File: config.mk
export PLATFORM = sky130hd
export DESIGN_NAME = bin2bcd_seq
export DESIGN_NICKNAME = d
export VERILOG_FILES = /design/src/rtl/bin2bcd_pkg.sv /design/src/rtl/bin2bcd_seq_add3.sv /design/src/rtl/bin2bcd_seq.sv
export SDC_FILE = /design/constraint.sdc
export NUM_CORES = 1
export LEC_CHECK = 0
export ABC_AREA = 1
export CAP_MARGIN = 20
export CELL_PAD_IN_SITES_DETAIL_PLACEMENT = 0
export CELL_PAD_IN_SITES_GLOBAL_PLACEMENT = 2
export CORE_MARGIN = 10
export CORE_UTILIZATION = 25
export CTS_BUF_LIST = sky130_fd_sc_hd__clkbuf_4
export CTS_CLUSTER_DIAMETER = 100
export CTS_CLUSTER_SIZE = 25
export DETAILED_ROUTE_END_ITERATION = 10
export PLACE_DENSITY_LB_ADDON = 0.1
export SKIP_CTS_REPAIR_TIMING = 1
export SYNTH_ARGS = -nofsm -noshare
export SYNTH_HDL_FRONTEND = slang
export SYNTH_HIERARCHICAL = 1
export SYNTH_SLANG_ARGS = --single-unit
export TNS_END_PERCENT = 50
File: constraint.sdc
create_clock -name clk -period 3.15 [get_ports clk]
set_clock_uncertainty 0.1 [all_clocks]
set_input_delay 0.63 -clock clk [delete_from_list [all_inputs] [get_ports clk]]
set_output_delay 0.63 -clock clk [all_outputs]
set_load 0.005 [all_outputs]
File: src/rtl/bin2bcd_pkg.sv
// Shared types and constants for the sequential binary-to-BCD converter.
package bin2bcd_pkg;

  typedef enum logic {
    ST_IDLE  = 1'b0,
    ST_SHIFT = 1'b1
  } state_e;

  localparam int unsigned BCD_DIGITS = 4;
  localparam int unsigned DIGIT_W    = 4;
  localparam int unsigned BCD_W      = BCD_DIGITS * DIGIT_W;
  localparam int unsigned BCD_MAX    = 9999;
  localparam int unsigned ADJ_THRESH = 5;
  localparam int unsigned ADJ_ADD    = 3;

endpackage

File: src/rtl/bin2bcd_seq_add3.sv
// Double-dabble digit correction: adds 3 to a BCD digit that is 5 or more.
module bcd_add3
  import bin2bcd_pkg::*;
(
  input  logic [DIGIT_W-1:0] d_i,
  output logic [DIGIT_W-1:0] q_c
);

  always_comb begin
    q_c = d_i;
    if (d_i >= DIGIT_W'(ADJ_THRESH)) q_c = d_i + DIGIT_W'(ADJ_ADD);
  end

endmodule

File: src/rtl/bin2bcd_seq.sv
// Sequential binary-to-BCD converter (shift-and-add-3, one bit per clock).
// Define BIN2BCD_SAT_EN to clamp inputs above 9999 to 9999 before conversion.
module bin2bcd_seq
  import bin2bcd_pkg::*;
#(
  parameter int unsigned BIN_W = 14
) (
  input  logic               clk,
  input  logic               rstn,
  input  logic               start,
  input  logic [BIN_W-1:0]   bin,
  output logic               busy,
  output logic               done,
  output logic               ovf,
  output logic               dvalid,
  output logic [DIGIT_W-1:0] single_digit,
  output logic [DIGIT_W-1:0] ten_digit,
  output logic [DIGIT_W-1:0] hundred_digit,
  output logic [DIGIT_W-1:0] kilo_digit
);

  localparam int unsigned CNT_W = $clog2(BIN_W);

  state_e                   state_q, state_d;
  logic [CNT_W-1:0]         cnt_q, cnt_d;
  logic [BIN_W-1:0]         sh_q, sh_d;
  logic [BCD_W-1:0]         acc_q, acc_d;
  logic [BCD_W-1:0]         dig_q, dig_d;
  logic                     ovf_pend_q, ovf_pend_d;
  logic                     ovf_q, ovf_d;
  logic                     busy_q, busy_d;
  logic                     done_q, done_d;
  logic                     dvalid_q, dvalid_d;
  logic                     over_c;
  logic [BCD_W-1:0]         adj_c;
  logic [BCD_W+BIN_W-1:0]   shifted_c;

  for (genvar g = 0; g < BCD_DIGITS; g++) begin : g_adj
    bcd_add3 u_add3 (
      .d_i (acc_q[g*DIGIT_W +: DIGIT_W]),
      .q_c (adj_c[g*DIGIT_W +: DIGIT_W])
    );
  end

  // The left shift drops the carry out of the thousands digit: result is value mod 10000.
  assign shifted_c = {adj_c, sh_q} << 1;
  assign over_c    = 32'(bin) > 32'(BCD_MAX);

  always_ff @(posedge clk or negedge rstn) begin
    if (!rstn) begin
      state_q    <= ST_IDLE;
      cnt_q      <= '0;
      sh_q       <= '0;
      acc_q      <= '0;
      dig_q      <= '0;
      ovf_pend_q <= 1'b0;
      ovf_q      <= 1'b0;
      busy_q     <= 1'b0;
      done_q     <= 1'b0;
      dvalid_q   <= 1'b0;
    end else begin
      state_q    <= state_d;
      cnt_q      <= cnt_d;
      sh_q       <= sh_d;
      acc_q      <= acc_d;
      dig_q      <= dig_d;
      ovf_pend_q <= ovf_pend_d;
      ovf_q      <= ovf_d;
      busy_q     <= busy_d;
      done_q     <= done_d;
      dvalid_q   <= dvalid_d;
    end
  end

  always_comb begin
    state_d    = state_q;
    cnt_d      = cnt_q;
    sh_d       = sh_q;
    acc_d      = acc_q;
    dig_d      = dig_q;
    ovf_pend_d = ovf_pend_q;
    ovf_d      = ovf_q;
    busy_d     = busy_q;
    done_d     = 1'b0;
    dvalid_d   = dvalid_q;
    case (state_q)
      ST_IDLE: begin
        if (start) begin
          sh_d = bin;
`ifdef BIN2BCD_SAT_EN
          if (over_c) sh_d = BIN_W'(BCD_MAX);
`endif
          ovf_pend_d = over_c;
          acc_d      = '0;
          cnt_d      = '0;
          busy_d     = 1'b1;
          state_d    = ST_SHIFT;
        end
      end
      ST_SHIFT: begin
        acc_d = shifted_c[BCD_W+BIN_W-1 -: BCD_W];
        sh_d  = shifted_c[BIN_W-1:0];
        cnt_d = cnt_q + CNT_W'(1);
        // Completion folds into the final shift edge; outputs only change here.
        if (cnt_q == CNT_W'(BIN_W - 1)) begin
          dig_d    = acc_d;
          ovf_d    = ovf_pend_q;
          done_d   = 1'b1;
          dvalid_d = 1'b1;
          busy_d   = 1'b0;
          cnt_d    = '0;
          state_d  = ST_IDLE;
        end
      end
      default: state_d = ST_IDLE;
    endcase
  end

  assign busy          = busy_q;
  assign done          = done_q;
  assign ovf           = ovf_q;
  assign dvalid        = dvalid_q;
  assign kilo_digit    = dig_q[3*DIGIT_W +: DIGIT_W];
  assign hundred_digit = dig_q[2*DIGIT_W +: DIGIT_W];
  assign ten_digit     = dig_q[1*DIGIT_W +: DIGIT_W];
  assign single_digit  = dig_q[0 +: DIGIT_W];

endmodule

======== Word-level counts from Yosys, hierarchy flattened ========
Cells that the tools add are included.
storage, ports and cells
  flip-flop bits (word level) ............. 56
  output and inout bits ................... 20
  word-level logic and storage cells ...... 46
operators by class
  add/sub/neg operators ................... 5
  $lt $le $gt $ge ......................... 5
  equal/unequal tests ..................... 3
  mux-type cells .......................... 19
  bitwise logic cells ..................... 1
  reduce and logical (&&, ||, !) cells .... 3
operators by type and width
  operator                                                                             count
  16-bit one-hot mux with 2 select lines                                               1
  14-bit one-hot mux with 2 select lines                                               1
  4-bit 2-to-1 mux                                                                     5
  4-bit by 3-bit greater-or-equal comparator with 1-bit output, second input constant  4
  16-bit 2-to-1 mux                                                                    1
  14-bit > comparator, second input constant                                           1
  14-bit 2-to-1 mux                                                                    1
  4-bit by 2-bit adder with 4-bit output, second input constant                        3
  4-bit one-hot mux with 2 select lines                                                1
  1-bit 2-to-1 mux                                                                     6
  2-bit AND reduction                                                                  3
  4-bit by 1-bit adder with 4-bit output, second input constant                        1
  4-bit equality test, second input constant                                           1
  1-bit one-hot mux with 2 select lines                                                2
  3-bit by 2-bit adder with 3-bit output, second input constant                        1
  3-bit 2-to-1 mux                                                                     1
  2-bit by 1-bit inequality test with 1-bit output, second input constant              1
  2-bit inequality test, second input constant                                         1
  1-bit NOT                                                                            1

======== Logic depth before layout (Yosys ltp) ========
  depth in word-level cells ............... 3
  mapped depth ............................ 9
  depth with buffers taken out ............ 9

======== By module ========
Netlist, hierarchy kept.
by module, submodules not included
  module       times used  cells an instance  area each (µm²)
  bin2bcd_seq  1           229                2219.6
  bcd_add3     4           23                 135.1

======== Worst setup path before layout ========
OpenSTA, ideal clock, no wires.
  kind .................................... flip-flop to flip-flop
  start point ............................. register acc_q[8]
  end point ............................... register acc_q[10]
  library setup time ...................... 0.121 ns
  arrival time ............................ 1.202 ns
  setup slack ............................. 1.727 ns
  stages on the path, launching flop included .. 8
  cell sequence ........................... dfrtp_1 > inv_1 > ha_1 > nor2_4 > nor2_4 > nand2_1 > o21ai_2 > a22o_1
between the ends
  word-level cells in the longest chain between the ends .. 3
  elaborated cells between the ends (all ways) .. 4
  those cells by class .................... add/sub (1); order compare (1); mux (2)
RTL lines
  element                                                                                                                        RTL line                text
  from (decl)                                                                                                                    bin2bcd_seq.sv:27       logic [BCD_W-1:0] acc_q, acc_d;
  from (signal assigned)                                                                                                         bin2bcd_seq.sv:54       acc_q <= '0;
  from (signal assigned)                                                                                                         bin2bcd_seq.sv:65       acc_q <= acc_d;
  4-bit by 2-bit adder with 4-bit output / 4-bit by 3-bit greater-or-equal comparator with 1-bit output (equally long branches)  bin2bcd_seq_add3.sv:11  if (d_i >= DIGIT_W'(ADJ_THRESH)) q_c = d_i + DIGIT_W'(ADJ_ADD);
  4-bit 2-to-1 mux (*)                                                                                                           bin2bcd_seq_add3.sv:11
  named net adj_c[9]                                                                                                             bin2bcd_seq.sv:35       logic [BCD_W-1:0] adj_c;
  16-bit one-hot mux with 2 select lines (*)                                                                                     bin2bcd_seq.sv:86       case (state_q)
Mark *: on every way through the listed nets, which the timed path passes. The rest lies on a longest branch.
A chain may end at the register's enable or synchronous reset.

======== Final worst setup path ========
  start point ............................. register busy_q, in the netlist busy
  end point ............................... output port busy
RTL lines
  element                 RTL line           text
  from (decl)             bin2bcd_seq.sv:31  logic busy_q, busy_d;
  from (signal assigned)  bin2bcd_seq.sv:69  busy_q <= busy_d;
  to (decl)               bin2bcd_seq.sv:12  output logic busy,
No word-level cell between the ends.

==> impl_results.md <==
* Run status: completed
* Fmax at around 0.5 GHz
* R2R setup slack at 1.40 ns
* Post-Route WL at 6640 um
* CP Launch Point: busy
* Crit-path max cell delay at 0.52 ns
* CP required at 2.42 ns
* Setup ws final at ~1.1 ns
* Drt first pass iters at 4
* Initial antenna violation count at 0
* Crit path capture type: output pin
* Core Box Area at roughly 0.011 sq mm
* Worst path cell trace: clkdlybuf4s50_1
* Cell family with most CP delay: buffers and inverters
* Vias/cell at 4.24
* Slew Limit Fails at 0
* H-tree lvl count at 2
* Most frequent cells in the layout: nand2_1, dfrtp_1, clkdlybuf4s50_1
* Power per cell area at 921 mW/mm^2
* Share of layout cells above drive strength 1 at 11.8%
* Clk pin slew, worst setup/hold paths at ~0.17 ns
* Startpoint Class: flip-flop
* Placer Congestion at 0.735
* Post-route setup TNS at 0 ns
* Vias in the first global route at 2191
* Fin nets at around 380
* HPWL Detailed at roughly 4700 um
* Post-route DRC at 0
* Final hold violation count at 0
* Total area of sequential cells at 0.00140 sq mm
* # IOs at 37
* Reg2Reg Depth at 7
* Worst R2R End: dig_q[11]
* Crit. path cell count at 1
* GRT overflow at 0
* Layout fillers at 1170
* Tmin final at slightly above 2 ns
* Cells after Synth at 316
* WHS at ~0.11 ns
* Mapped Nets at 343
* Slew Limit Headroom at 60.2%
* Initial Util at 25.3%
* Clock sink total at 56
* # diodes at 0
* CTS max path bufs at 2
* FF-to-FF Start: cnt_q[1]
* CTS tree: built
* Iter 0 DRT Violations at 60
* Total GRT Usage at 8.82%
* Most common cell after layout, fill and taps aside: nand2_1
* Total vias in the final route at 2100
* RSZ-0062 raised after global routing: false
* CP Max Fanout at 2
* First-pass GRT wire length at 11300 um
* Final setup viols at 0
* Worst min path class: in2async
* Final period utilization at 65.4%
* Die area at 0.0155 sq mm
* Total CTS buffers at 5
* Max cap viols at 0
* Area Growth Syn to Fin at 20.7%
* Max stage delay cell, worst path: clkdlybuf4s50_1
* PortBufs at 36
* Worst IR Drop VDD at roughly 0.25 mV
* LEAKAGE at 1.55 nW
* Site Rows at 38
* Worst slew pin tran at 0.597 ns
* Worst skew pair latency at 0.39 ns
* Number of routed nets with antenna violations at 0
* Largest net degree at the start of global routing at 34
* Multi-input logic area at 0.00117 sq mm
* Wire per inst at 13.4 um
* Die Height at approximately 120 um
* Setup WS pre-CTS at 1.16 ns
* Crit path arrival time at 1.33 ns
* Width of the die at 125 um
* Synth Area per Inst at between 8 and 9 sq um
* Crit path kind: reg2out
* CTS Root Cell: clkbuf_4
* Worst path buffer plus inverter count at 1
* Cell Area, Synth at 0.00273 sq mm
* Total power at 3.04 mW
* YS warnings at 6
* CP Capture Point: busy
## stage by stage
stage / util [%] / instance area, sq um / instances
floorplan: - / 2730 / 316
global placement: 30.1 / 3250 / 488
detailed placement: 30.1 / 3250 / 488
CTS: 30.6 / 3300 / 495
global route: 30.6 / 3300 / 495
finish: 30.6 / 3300 / 495
## per-layer routing
layer | GRT usage, % | part of all wire (%) | vias up | wire (um)
met5 | 0 | 0 | - | 0
met1 | 10.9 | 48 | 991 | 3160
met4 | 2.88 | 1.3 | 0 | 87
li1 | - | - | 1077 | -
met2 | 14.2 | 47 | 27 | 3100
met3 | 2.85 | 4.4 | 5 | 289
## layout make-up
class / count / area share (%)
Tap cell: 140 / 5.31
Sequential cell: 56 / 42.5
Clock buffer: 6 / 1.37
Multi-Input combinational cell: 224 / 35.6
Inverter: 26 / 2.96
Timing Repair Buffer: 42 / 12.1
Clock inverter: 1 / 0.152
## power breakdown
part	internal [mW]	leakage [nW]	total, mW	switching, mW
Sequential	1.02	0.697	1.27	0.250
Combinational	0.687	0.825	1.44	0.752
Clock	0.0917	0.0315	0.324	0.233
## flip-flops by register name, summed over array words and instances (netlist names)
signal	count
done	1
dig_q	16
busy	1
sh_q	14
ovf_pend_q	1
state_q	1
acc_q	16
dvalid	1
cnt_q	4
ovf	1
## worst min-delay path by stage
stage | endpoint | cells past startpoint
floorplan | acc_q[0] | 0
global placement | dig_q[9] | 2
detailed placement | dig_q[13] | 2
CTS | cnt_q[0] | 1
global route | cnt_q[0] | 1
finish | cnt_q[0] | 1
Power figures use the tool's default switching activity.
